**config.mk**
```make
export PLATFORM = sky130hd
export DESIGN_NAME = cdb_arbiter
export DESIGN_NICKNAME = d
export VERILOG_FILES = /design/src/rtl/cdb_arbiter.sv
export SDC_FILE = /design/constraint.sdc
export NUM_CORES = 1
export LEC_CHECK = 0
export CORE_UTILIZATION = 30
export DETAILED_ROUTE_END_ITERATION = 6
export GPL_TIMING_DRIVEN = 1
export SLEW_MARGIN = 20
export SYNTH_ARGS = -nofsm -noshare
export SYNTH_HDL_FRONTEND = slang
export SYNTH_SLANG_ARGS = --single-unit
```
**constraint.sdc**
```tcl
create_clock -name clk_in -period 5.8 [get_ports clk_in]
set_input_delay 1.16 -clock clk_in [delete_from_list [all_inputs] [get_ports clk_in]]
set_output_delay 1.16 -clock clk_in [all_outputs]
set_load 0.05 [all_outputs]
```
**src/rtl/cdb_arbiter.sv**
```systemverilog
// cdb_arbiter: round-robin arbiter sharing one registered CDB between ex, ld and st result FIFOs
// Ports: clk_in/rst_in (async active-high), rdy_in global enable, clear_branch_in flush,
//        {ex,ld,st}_valid_in/_ready_out push handshakes with their tag/result fields,
//        cdb_* registered broadcast (src 0=ex, 1=ld, 2=st).
module cdb_arbiter #(
    parameter int ROB_IDX_W = 4,
    parameter int WORD_W    = 32,
    parameter int ADDR_W    = 32,
    parameter int QDEPTH    = 2
) (
    input  logic                 clk_in,
    input  logic                 rst_in,
    input  logic                 rdy_in,
    input  logic                 clear_branch_in,
    input  logic                 ex_valid_in,
    output logic                 ex_ready_out,
    input  logic [ROB_IDX_W-1:0] ex_rob_pos_in,
    input  logic [WORD_W-1:0]    ex_res_in,
    input  logic                 ex_jump_en_in,
    input  logic [ADDR_W-1:0]    ex_jump_a_in,
    input  logic                 ld_valid_in,
    output logic                 ld_ready_out,
    input  logic [ROB_IDX_W-1:0] ld_rob_pos_in,
    input  logic [WORD_W-1:0]    ld_res_in,
    input  logic                 st_valid_in,
    output logic                 st_ready_out,
    input  logic [ROB_IDX_W-1:0] st_rob_pos_in,
    output logic                 cdb_valid_out,
    output logic [1:0]           cdb_src_out,
    output logic [ROB_IDX_W-1:0] cdb_rob_pos_out,
    output logic [WORD_W-1:0]    cdb_res_out,
    output logic                 cdb_jump_en_out,
    output logic [ADDR_W-1:0]    cdb_jump_a_out
);
    localparam int PW = $clog2(QDEPTH);
    localparam int CW = PW + 1;

    logic [2:0]           vld, rdy, push, pop, ne, jen_in;
    logic [ROB_IDX_W-1:0] pos_in [3];
    logic [WORD_W-1:0]    res_in [3];
    logic [ADDR_W-1:0]    ja_in  [3];
    logic [ROB_IDX_W-1:0] pos_m  [3][QDEPTH];
    logic [WORD_W-1:0]    res_m  [3][QDEPTH];
    logic                 jen_m  [3][QDEPTH];
    logic [ADDR_W-1:0]    ja_m   [3][QDEPTH];
    logic [CW-1:0]        cnt_q  [3];
    logic [PW-1:0]        rp_q   [3];
    logic [PW-1:0]        wp_q   [3];
    logic [1:0]           lg_q, g0, g1, g2, gsel;
    logic                 en, any;

    function automatic logic [1:0] nxt(input logic [1:0] s);
        return s == 2'd2 ? 2'd0 : s + 2'd1;
    endfunction

    // ld/st carry zero jump fields and st a zero result, so the CDB load needs no per-source muxing
    assign vld       = {st_valid_in, ld_valid_in, ex_valid_in};
    assign jen_in    = {1'b0, 1'b0, ex_jump_en_in};
    assign pos_in[0] = ex_rob_pos_in;
    assign pos_in[1] = ld_rob_pos_in;
    assign pos_in[2] = st_rob_pos_in;
    assign res_in[0] = ex_res_in;
    assign res_in[1] = ld_res_in;
    assign res_in[2] = '0;
    assign ja_in[0]  = ex_jump_a_in;
    assign ja_in[1]  = '0;
    assign ja_in[2]  = '0;

    assign en   = rdy_in && !clear_branch_in;
    assign any  = |ne;
    assign g0   = nxt(lg_q);
    assign g1   = nxt(g0);
    assign g2   = nxt(g1);
    assign gsel = ne[g0] ? g0 : ne[g1] ? g1 : g2;

    for (genvar i = 0; i < 3; i++) begin : g_src
        assign ne[i]   = cnt_q[i] != '0;
        assign rdy[i]  = cnt_q[i] != CW'(QDEPTH);
        assign push[i] = vld[i] && rdy[i] && en;
        assign pop[i]  = en && any && gsel == 2'(i);
    end

    assign ex_ready_out = rdy[0];
    assign ld_ready_out = rdy[1];
    assign st_ready_out = rdy[2];

    always_ff @(posedge clk_in) begin
        for (int s = 0; s < 3; s++) begin
            if (push[s]) begin
                pos_m[s][wp_q[s]] <= pos_in[s];
                res_m[s][wp_q[s]] <= res_in[s];
                jen_m[s][wp_q[s]] <= jen_in[s];
                ja_m[s][wp_q[s]]  <= ja_in[s];
            end
        end
    end

    always_ff @(posedge clk_in or posedge rst_in) begin
        if (rst_in) begin
            for (int s = 0; s < 3; s++) begin
                cnt_q[s] <= '0;
                rp_q[s]  <= '0;
                wp_q[s]  <= '0;
            end
            lg_q            <= 2'd2;
            cdb_valid_out   <= 1'b0;
            cdb_src_out     <= '0;
            cdb_rob_pos_out <= '0;
            cdb_res_out     <= '0;
            cdb_jump_en_out <= 1'b0;
            cdb_jump_a_out  <= '0;
        end else if (rdy_in) begin
            if (clear_branch_in) begin
                for (int s = 0; s < 3; s++) begin
                    cnt_q[s] <= '0;
                    rp_q[s]  <= '0;
                    wp_q[s]  <= '0;
                end
                lg_q          <= 2'd2;
                cdb_valid_out <= 1'b0;
            end else begin
                for (int s = 0; s < 3; s++) begin
                    wp_q[s]  <= wp_q[s] + PW'(push[s]);
                    rp_q[s]  <= rp_q[s] + PW'(pop[s]);
                    cnt_q[s] <= cnt_q[s] + CW'(push[s]) - CW'(pop[s]);
                end
                cdb_valid_out <= any;
                if (any) begin
                    lg_q            <= gsel;
                    cdb_src_out     <= gsel;
                    cdb_rob_pos_out <= pos_m[gsel][rp_q[gsel]];
                    cdb_res_out     <= res_m[gsel][rp_q[gsel]];
                    cdb_jump_en_out <= jen_m[gsel][rp_q[gsel]];
                    cdb_jump_a_out  <= ja_m[gsel][rp_q[gsel]];
                end
            end
        end
    end
endmodule

```
# After elaboration in Yosys (flattened, before gate mapping)
# Memories as Yosys holds them, arrays and structs flattened.
# Index checks and enable logic that the tools add are counted.
[classes]
bitwise = 6
order_cmp = 10
add_sub_neg = 15
reduce_logical = 23
muxes = 60
eq_ne = 8
[ops]
columns = ["op", "count"]
rows = [
  ["2-to-1 mux 32 bit", 9],
  ["2-to-1 mux 64 bit", 3],
  ["demux 32 bit (select 1 bit)", 3],
  ["2-to-1 mux 4 bit", 6],
  ["2-to-1 mux 8 bit", 3],
  ["2-to-1 mux 2 bit", 10],
  ["logical AND 1 bit", 14],
  ["2-to-1 mux 1 bit", 14],
  ["demux 4 bit (select 1 bit)", 3],
  ["== test 2 bit (second input constant)", 4],
  ["greater-or-equal comparator 2 bit (second input constant)", 4],
  ["inverter 1 -> 2 bit", 4],
  ["nonzero test 2 bit", 4],
  ["adder 1 bit", 6],
  ["adder 2 x 1 -> 2 bit", 3],
  ["adder 2 x 1 -> 2 bit (second input constant)", 3],
  ["binary-select mux 1 bit (select 2 bit)", 3],
  ["less-than comparator 2 x 1 -> 1 bit (second input constant)", 3],
  ["less-than comparator 2 x 3 -> 1 bit (second input constant)", 2],
  ["2-to-1 mux 3 bit", 2],
  ["2-to-1 mux 6 bit", 1],
  ["inequality test 2 bit (second input constant)", 3],
  ["subtractor 2 x 1 -> 2 bit", 3],
  ["demux 1 bit (select 1 bit)", 3],
  ["9 further kinds", 9],
]
[word_totals]
memories = 4
mem_bits_rw = 414
word_cells = 142
input_bits = 116
out_inout_bits = 75
reg_bits = 86
[memory_table]
columns = ["name", "words", "width", "read_ports", "rd_clocked_by_memory_dff", "write_ports", "line_no", "source"]
rows = [
  ["ja_m", 3, 64, 1, 0, 3, "45", "logic [ADDR_W-1:0] ja_m [3][QDEPTH];"],
  ["res_m", 3, 64, 1, 0, 3, "43", "logic [WORD_W-1:0] res_m [3][QDEPTH];"],
  ["pos_m", 3, 8, 1, 0, 3, "42", "logic [ROB_IDX_W-1:0] pos_m [3][QDEPTH];"],
  ["jen_m", 3, 2, 1, 0, 3, "44", "logic jen_m [3][QDEPTH];"],
]

# Longest topological paths before layout
# Gate-level depths: netlist (run 1).
[logic_depth]
word_depth = 16
ltp_mapped = 13
ltp_nobuf = 11

# Least setup slack after synthesis (run 1)
# OpenSTA, ideal clock, no wires.
[synth_timing]
kind = "input to register"
start = "input rdy_in"
end = "memory ja_m[0][32] (netlist bit), enable pin"
slack_ns = 1.707
arrival_time_ns = 3.658
n_path_buf = 2
setup_time_ns = 0.435
cell_stages = 5
required_time_ns = 5.365
cell_sequence = "clkbuf_1 nor2b_1 clkbuf_1 and3_1 ha_1"
[synth_lines]
columns = ["item", "line_no", "source"]
rows = [
  ["start: declaration", "13", "input logic rdy_in,"],
  ["end: declaration", "45", ""],
]

# Worst setup path in the final report (run 1)
[layout_timing]
start = "input rdy_in"
end = "register cdb_res_out[29]"
[layout_between]
elab_chain_cells = 1
[layout_lines]
columns = ["item", "line_no", "source"]
rows = [
  ["AND reduction 3 bit (no line)", "-", ""],
  ["end signal: assignment", "132", "cdb_res_out <= res_m[gsel][rp_q[gsel]];"],
  ["end: declaration", "31", "output logic [WORD_W-1:0] cdb_res_out,"],
]
# Every way passes these cells.
# A chain may end at the register's enable or synchronous reset.

==> results of run 1 <==
worst max-delay path: stages:
cell and delay [ns]:
clkdlybuf4s50_1 0.83, nor2b_1 0.67, nand2_4 0.50, or3b_2 0.59, buf_4 0.33, o211ai_1 0.25
logic make-up (layout without fill, tap and decap cells):
group | Yosys count | in the layout | share of synthesized area
flip-flops | 304 | 304 | 0.755
AO/OA/AOI/OAI | 179 | 179 | 0.123
AND/OR/NAND/NOR | 147 | 147 | 0.0563
buffers and inverters | 58 | 275 | 0.0218
multiplexers | 33 | 33 | 0.0286
adder cells (fa/ha/maj) | 12 | 12 | 0.0130
XOR/XNOR | 3 | 3 | 0.00228
sequential cells by signal, indices dropped and copies added (netlist names):
signal,count
cdb_jump_a_out,32
ja_m,64
cdb_rob_pos_out,4
res_m,128
lg_q,2
cnt_q,6
rp_q,3
pos_m,24
cdb_jump_en_out,1
cdb_src_out,2
cdb_valid_out,1
jen_m,2
wp_q,3
cdb_res_out,32
worst max path at each step:
stage / from / end / slack (ns) / cells past startpoint
after global placement: rdy_in / cdb_res_out[29]$_DFFE_PP0P_ / 1.43 / 6
after CTS: rdy_in / cdb_res_out[29]$_DFFE_PP0P_ / 1.90 / 6
after global routing: rdy_in / cdb_res_out[30]$_DFFE_PP0P_ / 1.72 / 6
after floorplan: rdy_in / ja_m[0][32]$_DFFE_PP_ / 1.71 / 5
final: rdy_in / cdb_res_out[29]$_DFFE_PP0P_ / 1.92 / 6
after detailed placement: rdy_in / cdb_res_out[29]$_DFFE_PP0P_ / 1.33 / 6
report_power, final:
group	switching, uW	leakage, uW	internal, uW
Sequential	207	0.00312	2640
Clock	802	0.000494	1130
Combinational	1760	0.00199	906
Total	2760	0.00561	4680
layer usage:
layer / up-vias / part of all wire / global-route usage
met4: 0 / 0.019 / 0.0422
met1: 3479 / 0.43 / 0.195
li1: 3211 / - / -
met5: - / 0 / 0
met2: 193 / 0.49 / 0.253
met3: 39 / 0.056 / 0.0290
through the flow:
stage	worst slack, ns	cells	total power [uW]	hold slack, ns
6_report	1.92	1464	7440	0.477
4_1_cts	1.90	1464	7550	0.483
5_1_grt	1.72	1464	7790	0.496
2_1_floorplan	1.71	736	4610	0.491
3_3_place_gp	1.43	1404	5570	0.463
3_5_place_dp	1.33	1406	5600	0.470
cell type report:
type / count / area, um2 / area share
repair buffers: 202 / 2050 / 0.136
clock inverters: 15 / 131 / 0.00869
multi-input cells: 374 / 2660 / 0.176
inverters: 15 / 58.8 / 0.00389
well taps: 511 / 639 / 0.0423
clock buffers: 43 / 871 / 0.0576
flip-flops and latches: 304 / 8700 / 0.576
placed cells by master, fill, tap and decap left out, types with 4 or more instances in the layout:
master,synthesis,final
edfxtp_1,218,218
clkdlybuf4s50_1,0,190
dfrtp_1,85,85
nand2_1,79,78
nand3_1,36,36
a22oi_1,33,33
mux2i_1,33,33
a22o_1,32,32
clkbuf_16,0,31
o211ai_2,30,30
o21ai_0,26,26
o21ai_1,20,19
inv_1,15,14
nor2_1,12,12
a222oi_1,8,8
ha_1,12,8
clkinv_2,0,8
buf_4,0,8
and3_1,7,7
clkbuf_1,31,7
o22ai_1,6,6
nand2b_1,5,5
a211oi_1,5,5
clkbuf_8,0,5
a21oi_1,5,4
==> flow_summary.yaml, run 1 <==
status:
  outcome: "finished, final reports clean"
clocking:
  cts_resized: 0
  clock_latency_ns: 0.55
  cts_made_buffers: 31
  hold_buffers: 0
  cts_max_path_buffers: 3
  path_clk_slew_ns: 0.06
  h-tree-depth: 1
  cts.sinks: 304
  cts_tree: "done"
  cts_root_buffer: "clkbuf_16"
  cts_setup_buffers: 0
yosys:
  synth_top_area_cell: "edfxtp_1"
  ys_seq_area_frac: 0.755
  ys_seq_elements: 304
  syn_area_mm2: 0.0115
  synth_edf_count: 218
  synth_area_leaders: "edfxtp_1 57%, dfrtp_1 18%, o211ai_2 3.3%, mux2i_1 2.9%, nand2_1 2.6%"
  synthArstFlopShare: 0.283
  ys.flop_type: "edfxtp_1"
  syn_nets: 864
  synth.most_common_cell: "edfxtp_1"
  ys_warn_count: 0
  synth_cell_types: 38
  postSynthAreaPerCell_um2: 15.7
  synth_top_area_share: 0.568
  synth_commonest_cells: "218 x edfxtp_1, 85 x dfrtp_1, 79 x nand2_1"
  syn-instance-count: 736
global_routing:
  grt_usage: 0.150
  grt_max_degree: 57
  antenna_found_initial: 0
  grt_pass1_vias: 7171
  gr-total-overflow: 0
  grt_pass1_wl_um: 43900
timing:
  final_hold_viol_count: 0
  setup_violations: 0
  fin_crit_sh: 0.669
  rsz0062_at_grt: "false"
  maxSlewHeadroom: 0.279
  report.final.slew_viol_count: 0
  period_needed_ns: 3.88
  fmax_mhz: 258
  worst_slew_pin_slew_ns: 1.08
  tns_ns: 0
  skew_ns: 0.0106
drt:
  num_vias: 6922
  drt_iter0_drc: 525
  drtPass1Iterations: 7
  vias_per_cell: 4.73
  drt-total-wl_um: 29400
  wl_per_cell_um: 20.1
  ant_nets: 0
  route.detailed.drc: 0
setup_path:
  timing.rr.start: "cnt_q[3]$_DFFE_PP0P_"
  critPathCaptureType: "flop"
  reg2reg_to: "cnt_q[5]$_DFFE_PP0P_"
  r2r_cells: 13
  critical_path_class: "primary input to flop"
  cp.arrival_ns: 4.34
  path_max_fanout: 39
  cp_data_required_time_ns: 6.26
  cp-start-kind: "primary input"
  ff2ff_setup_slack_ns: 2.47
run:
  maxCapViolCount: 0
power:
  p_per_area_mw_per_mm2: 492
  peakVddDrop_mv: 0.234
  leakagePower_uw: 0.00561
placement:
  postPlaceCellArea_mm2: 0.0141
  hpwl_um: 18900
  gp_congestion: 0.772
  numPortBuffers: 190
layout:
  nFillCells: 3469
  design_area_mm2: 0.0151
  final_util: 0.400
  drive_gt1_frac: 0.110
  area_growth_pct: 31.1
  nets: 1056
  antennaDiodeCount: 0
hold_path:
  hold_start: "cdb_jump_a_out[29]$_DFFE_PP0P_"
  holdCritPathClass: "flop to flop"
  hold_depth: 2
  holdPathEnd: "cdb_jump_a_out[29]$_DFFE_PP0P_"
floorplanning:
  die_w_um: 198
  io_pins: 191
  die_h_um: 198
  coreArea_mm2: 0.0378
  initial_core_util: 0.305
  rows: 71
  die_area_mm2: 0.0392
Note: power is estimated with default switching activity, not from simulation.
==> run 2: changes to the inputs <==
clock period = 3.95 ns   (was 5.8 ns; I/O delays follow)
==> flow_summary.yaml, run 2 (synthesis results as in run 1) <==
power:
  leakagePower_uw: 0.00563
  peakVddDrop_mv: 0.364
  switchingPower_uw: 4060
  swShare: 0.372
  p_comb_frac: 0.365
  power.internal_uw: 6870
  p_per_area_mw_per_mm2: 721
  clockPowerShare: 0.256
  seqPwrFrac: 0.379
drt:
  drt_iter0_drc: 437
  wl_per_cell_um: 20.3
  route.detailed.drc: 0
  ant_nets: 0
  drt-total-wl_um: 29900
  vias_per_cell: 4.70
  num_vias: 6916
  drtPass1Iterations: 6
placement:
  hpwl_um: 18200
  numPortBuffers: 190
  gp_congestion: 0.822
  dp_cells: 1414
clocking:
  cts_root_buffer: "clkbuf_16"
  cts_max_path_buffers: 3
  path_clk_slew_ns: 0.06
  cts_tree: "done"
  cts_resized: 0
  cts_setup_buffers: 0
  hold_buffers: 0
  cts.sinks: 304
  cts_made_buffers: 31
  clock_latency_ns: 0.55
  h-tree-depth: 1
global_routing:
  antenna_found_initial: 0
  gr-total-overflow: 0
  grt_usage: 0.151
  grt_pass1_wl_um: 44100
  grt_pass1_vias: 7176
  grt_max_degree: 69
layout:
  area_growth_pct: 31.5
  antennaDiodeCount: 0
  nets: 1065
  largest_register_ff_count: 128
  mostFrequentLayoutCells: "218 x edfxtp_1, 190 x clkdlybuf4s50_1, 85 x dfrtp_1"
  final_cells: 1471
  nFillCells: 3443
  layout_commonest_cell: "edfxtp_1"
  drive_gt1_frac: 0.111
timing:
  tns_ns: 0
  final_hold_viol_count: 0
  fmax_mhz: 326
  skew_ns: 0.00604
  period_needed_ns: 3.07
  maxSlewHeadroom: 0.341
  worst_slew_pin_slew_ns: 0.989
  setup_violations: 0
  rsz0062_at_grt: "false"
  fin_crit_sh: 0.777
  report.final.slew_viol_count: 0
floorplanning:
  initial_core_util: 0.305
  coreArea_mm2: 0.0378
  die_area_mm2: 0.0392
  io_pins: 191
  rows: 71
  die_h_um: 198
  die_w_um: 198
setup_path:
  critPathCaptureType: "flop"
  r2r_cells: 12
  critical_path_class: "flop to flop"
  path_max_fanout: 42
  cp_data_required_time_ns: 4.38
  cp-start-kind: "flop"
  cp.arrival_ns: 3.49
hold_path:
  hold_depth: 2
  holdCritPathClass: "flop to flop"
run:
  maxCapViolCount: 0
status:
  outcome: "finished, final reports clean"
[run 2: cell count changes in the layout (fill, tap and decap cells not counted)]
| cell | change |
|---|---|
| clkbuf_1 | +1 |
| buf_12 | +2 |
| bufinv_16 | +1 |
| clkinv_2 | -2 |
| clkbuf_8 | -5 |
| buf_4 | +7 |
| inv_6 | -1 |
| clkinv_1 | +4 |
[run 2: metrics by stage]
| step | util | cell area (um2) | hold WS, ns | power [uW] | worst slack [ns] |
|---|---|---|---|---|---|
| after floorplan | - | 11500 | 0.491 | 6760 | 0.227 |
| after global placement | 0.375 | 14200 | 0.465 | 8190 | 0.777 |
| after detailed placement | 0.375 | 14200 | 0.469 | 8230 | 0.677 |
| after CTS | 0.401 | 15100 | 0.483 | 11000 | 0.848 |
| after global routing | 0.402 | 15200 | 0.511 | 11400 | 0.606 |
| final | 0.402 | 15200 | 0.478 | 10900 | 0.882 |
[run 2: worst paths after layout]
| kind | slack (ns) | from | to |
|---|---|---|---|
| min in group asynchronous | 0.73 | rst_in | cdb_jump_en_out$_DFFE_PP0P_ |
| worst min-delay path | 0.48 | cdb_jump_a_out[5]$_DFFE_PP0P_ | cdb_jump_a_out[5]$_DFFE_PP0P_ |
| worst max register to register | 0.88 | cnt_q[3]$_DFFE_PP0P_ | cnt_q[5]$_DFFE_PP0P_ |
| max in group asynchronous | 2.34 | rst_in | cdb_res_out[30]$_DFFE_PP0P_ |
| worst min register to register | 0.48 | cdb_jump_a_out[5]$_DFFE_PP0P_ | cdb_jump_a_out[5]$_DFFE_PP0P_ |
| worst max-delay path | 0.88 | cnt_q[3]$_DFFE_PP0P_ | cnt_q[5]$_DFFE_PP0P_ |
[run 2: final cells by class]
type / count / area, um2 / area share
clock inverter: 17 / 158 / 0.0104
tap: 511 / 639 / 0.0422
sequential: 304 / 8700 / 0.574
clock buffer: 39 / 806 / 0.0531
timing repair buffer: 211 / 2140 / 0.141
multi-input combinational: 374 / 2660 / 0.176
inverter: 15 / 58.8 / 0.00388
[run 2: power groups by stage]
stage | clock (uW) | combinational [uW] | sequential (uW)
2_1_floorplan | 0 | 1400 | 5360
3_3_place_gp | 0 | 3980 | 4210
3_5_place_dp | 0 | 4010 | 4220
4_1_cts | 2870 | 4020 | 4160
5_1_grt | 3000 | 4230 | 4210
6_report | 2800 | 3980 | 4140
[run 2: critical path, stage by stage (launching register included)]
cell and delay (ns):
dfrtp_1 0.41, nor2_1 0.65, a32o_2 0.30, buf_4 0.49, nand2_1 0.16, inv_1 0.09
ha_1 0.22, inv_1 0.06, ha_1 0.15, xor2_1 0.18, o21ai_0 0.10, nand2_1 0.08
o21ai_0 0.07
[run 2: metal layers]
metal	wire length, um	up-vias	part of all wire	track usage
met5	0	-	0	0
met4	558	0	0.019	0.0428
met3	1400	39	0.047	0.0233
met2	14800	192	0.50	0.260
met1	13100	3459	0.44	0.198
li1	-	3226	-	-
==> run 3: changes to the inputs <==
clock period = 2.71 ns   (was 3.95 ns; I/O delays follow)
==> flow_summary.yaml, run 3 (synthesis results as in run 1) <==
setup_path:
  max_stage_delay_ns: 0.83
  path_max_fanout: 4
  cp_data_required_time_ns: 2.17
  worstPathCellList: "inv_1 > nand2_1 > clkdlybuf4s50_1"
  critPathCaptureType: "primary output"
  cp.arrival_ns: 1.97
  critical_path_class: "flop to primary output"
  cp-start-kind: "flop"
  crit_slowest_cell: "clkdlybuf4s50_1"
global_routing:
  grt_pass1_vias: 7332
  grt_usage: 0.151
  antenna_found_initial: 1
  grt_use_met3: 0.0329
  use_met1: 0.201
  grt_max_degree: 42
  met2_usage: 0.250
  grt_busiest_layer: "met2"
  grt_pass1_wl_um: 44200
  gr-total-overflow: 0
clocking:
  cts_max_path_buffers: 3
  cts.sinks: 304
  cts_tree: "done"
  cts_made_buffers: 34
  hold_buffers: 0
  cts_resized: 0
  clock_latency_ns: 0.52
  h-tree-depth: 2
  cts_root_buffer: "clkbuf_16"
  cts_setup_buffers: 0
  path_clk_slew_ns: 0.06
floorplanning:
  die_w_um: 198
  coreArea_mm2: 0.0378
  die_area_mm2: 0.0392
  rows: 71
  io_pins: 191
  initial_core_util: 0.305
  die_h_um: 198
layout:
  area_growth_pct: 34.5
  mostFrequentLayoutCells: "218 x edfxtp_1, 190 x clkdlybuf4s50_1, 85 x dfrtp_1"
  drive_gt1_frac: 0.129
  antennaDiodeCount: 0
  largest_register_ff_count: 128
  layout_commonest_cell: "edfxtp_1"
  design_area_mm2: 0.0155
  nets: 1083
  nFillCells: 3450
  final_cells: 1492
timing:
  period_needed_ns: 2.51
  maxSlewHeadroom: 0.437
  worst_slew_pin_slew_ns: 0.840
  skew_ns: 0.0225
  setup_violations: 0
  whs_ns: 0.370
  report.final.slew_viol_count: 0
  tns_ns: 0
  fmax_mhz: 398
  fin_crit_sh: 0.926
  final_hold_viol_count: 0
  rsz0062_at_grt: "false"
power:
  leakagePower_uw: 0.00580
  power_uw: 16600
  peakVddDrop_mv: 0.526
  p_per_area_mw_per_mm2: 1070
placement:
  postPlaceCellArea_mm2: 0.0144
  gp_congestion: 0.780
  hpwl_um: 18500
  dp_cells: 1430
  numPortBuffers: 190
drt:
  wl_per_cell_um: 19.7
  num_vias: 7039
  ant_nets: 0
  drt-total-wl_um: 29400
  vias_per_cell: 4.72
  route.detailed.drc: 0
  drtPass1Iterations: 5
  drt_iter0_drc: 349
hold_path:
  holdCritPathClass: "primary input to asynchronous set/reset pin"
run:
  maxCapViolCount: 0
status:
  outcome: "finished, final reports clean"
==> run 3: cell count changes in the layout (fill, tap and decap cells not counted) <==
cell,previous run,this run
buf_4,15,25
buf_12,5,11
clkbuf_16,31,37
clkbuf_1,8,12
clkbuf_8,0,3
clkinv_1,6,3
clkinv_2,6,3
buf_16,1,0
inv_4,1,0
==> run 3: layout make-up <==
class | count | area (um2) | area share
sequential | 304 | 8700 | 0.561
multi-input combinational | 374 | 2660 | 0.172
timing repair buffer | 226 | 2310 | 0.149
clock buffer | 52 | 1010 | 0.0653
tap | 511 | 639 | 0.0412
clock inverter | 10 | 124 | 0.00799
inverter | 15 | 60.1 | 0.00387
==> run 3: path summary, 6_finish.rpt <==
path / start / end / slack, ns / depth (start not counted)
max: cnt_q[0]$_DFFE_PP0P_ / st_ready_out / 0.20 / 3
min: rst_in / cdb_jump_a_out[6]$_DFFE_PP0P_ / 0.37 / 2
max reg2reg: cnt_q[5]$_DFFE_PP0P_ / cdb_res_out[3]$_DFFE_PP0P_ / 0.23 / 7
min reg2reg: cdb_jump_a_out[21]$_DFFE_PP0P_ / cdb_jump_a_out[21]$_DFFE_PP0P_ / 0.48 / 2
max in group asynchronous: rst_in / lg_q[1]$_DFFE_PP1P_ / 1.75 / 3
min in group clk_in: cdb_jump_a_out[21]$_DFFE_PP0P_ / cdb_jump_a_out[21]$_DFFE_PP0P_ / 0.48 / 2
==> run 3: through the flow <==
step / worst slack, ns / utilization
3_5_place_dp: 0.108 / 0.381
2_1_floorplan: -0.0429 / -
5_1_grt: 0.108 / 0.411
6_report: 0.200 / 0.411
4_1_cts: 0.171 / 0.411
3_3_place_gp: 0.170 / 0.381
==> run 3: report_power, final <==
group          switching, uW  internal, uW
logic                   3850          2070
registers                374          5640
clock network           1770          2860
==> run 3: layer usage <==
| metal | routed length, um | vias to the layer above |
|---|---|---|
| met2 | 14500 | 197 |
| met1 | 12900 | 3536 |
| met4 | 455 | 2 |
| li1 | - | 3265 |
| met5 | 13 | - |
| met3 | 1560 | 39 |
==> run 3: critical path: cells and delay by family, from the launching register on <==
family / cells / cell delay [ns]
buffers and inverters: 2 / 0.92
flip-flops: 1 / 0.41
AND/OR/NAND/NOR: 1 / 0.14
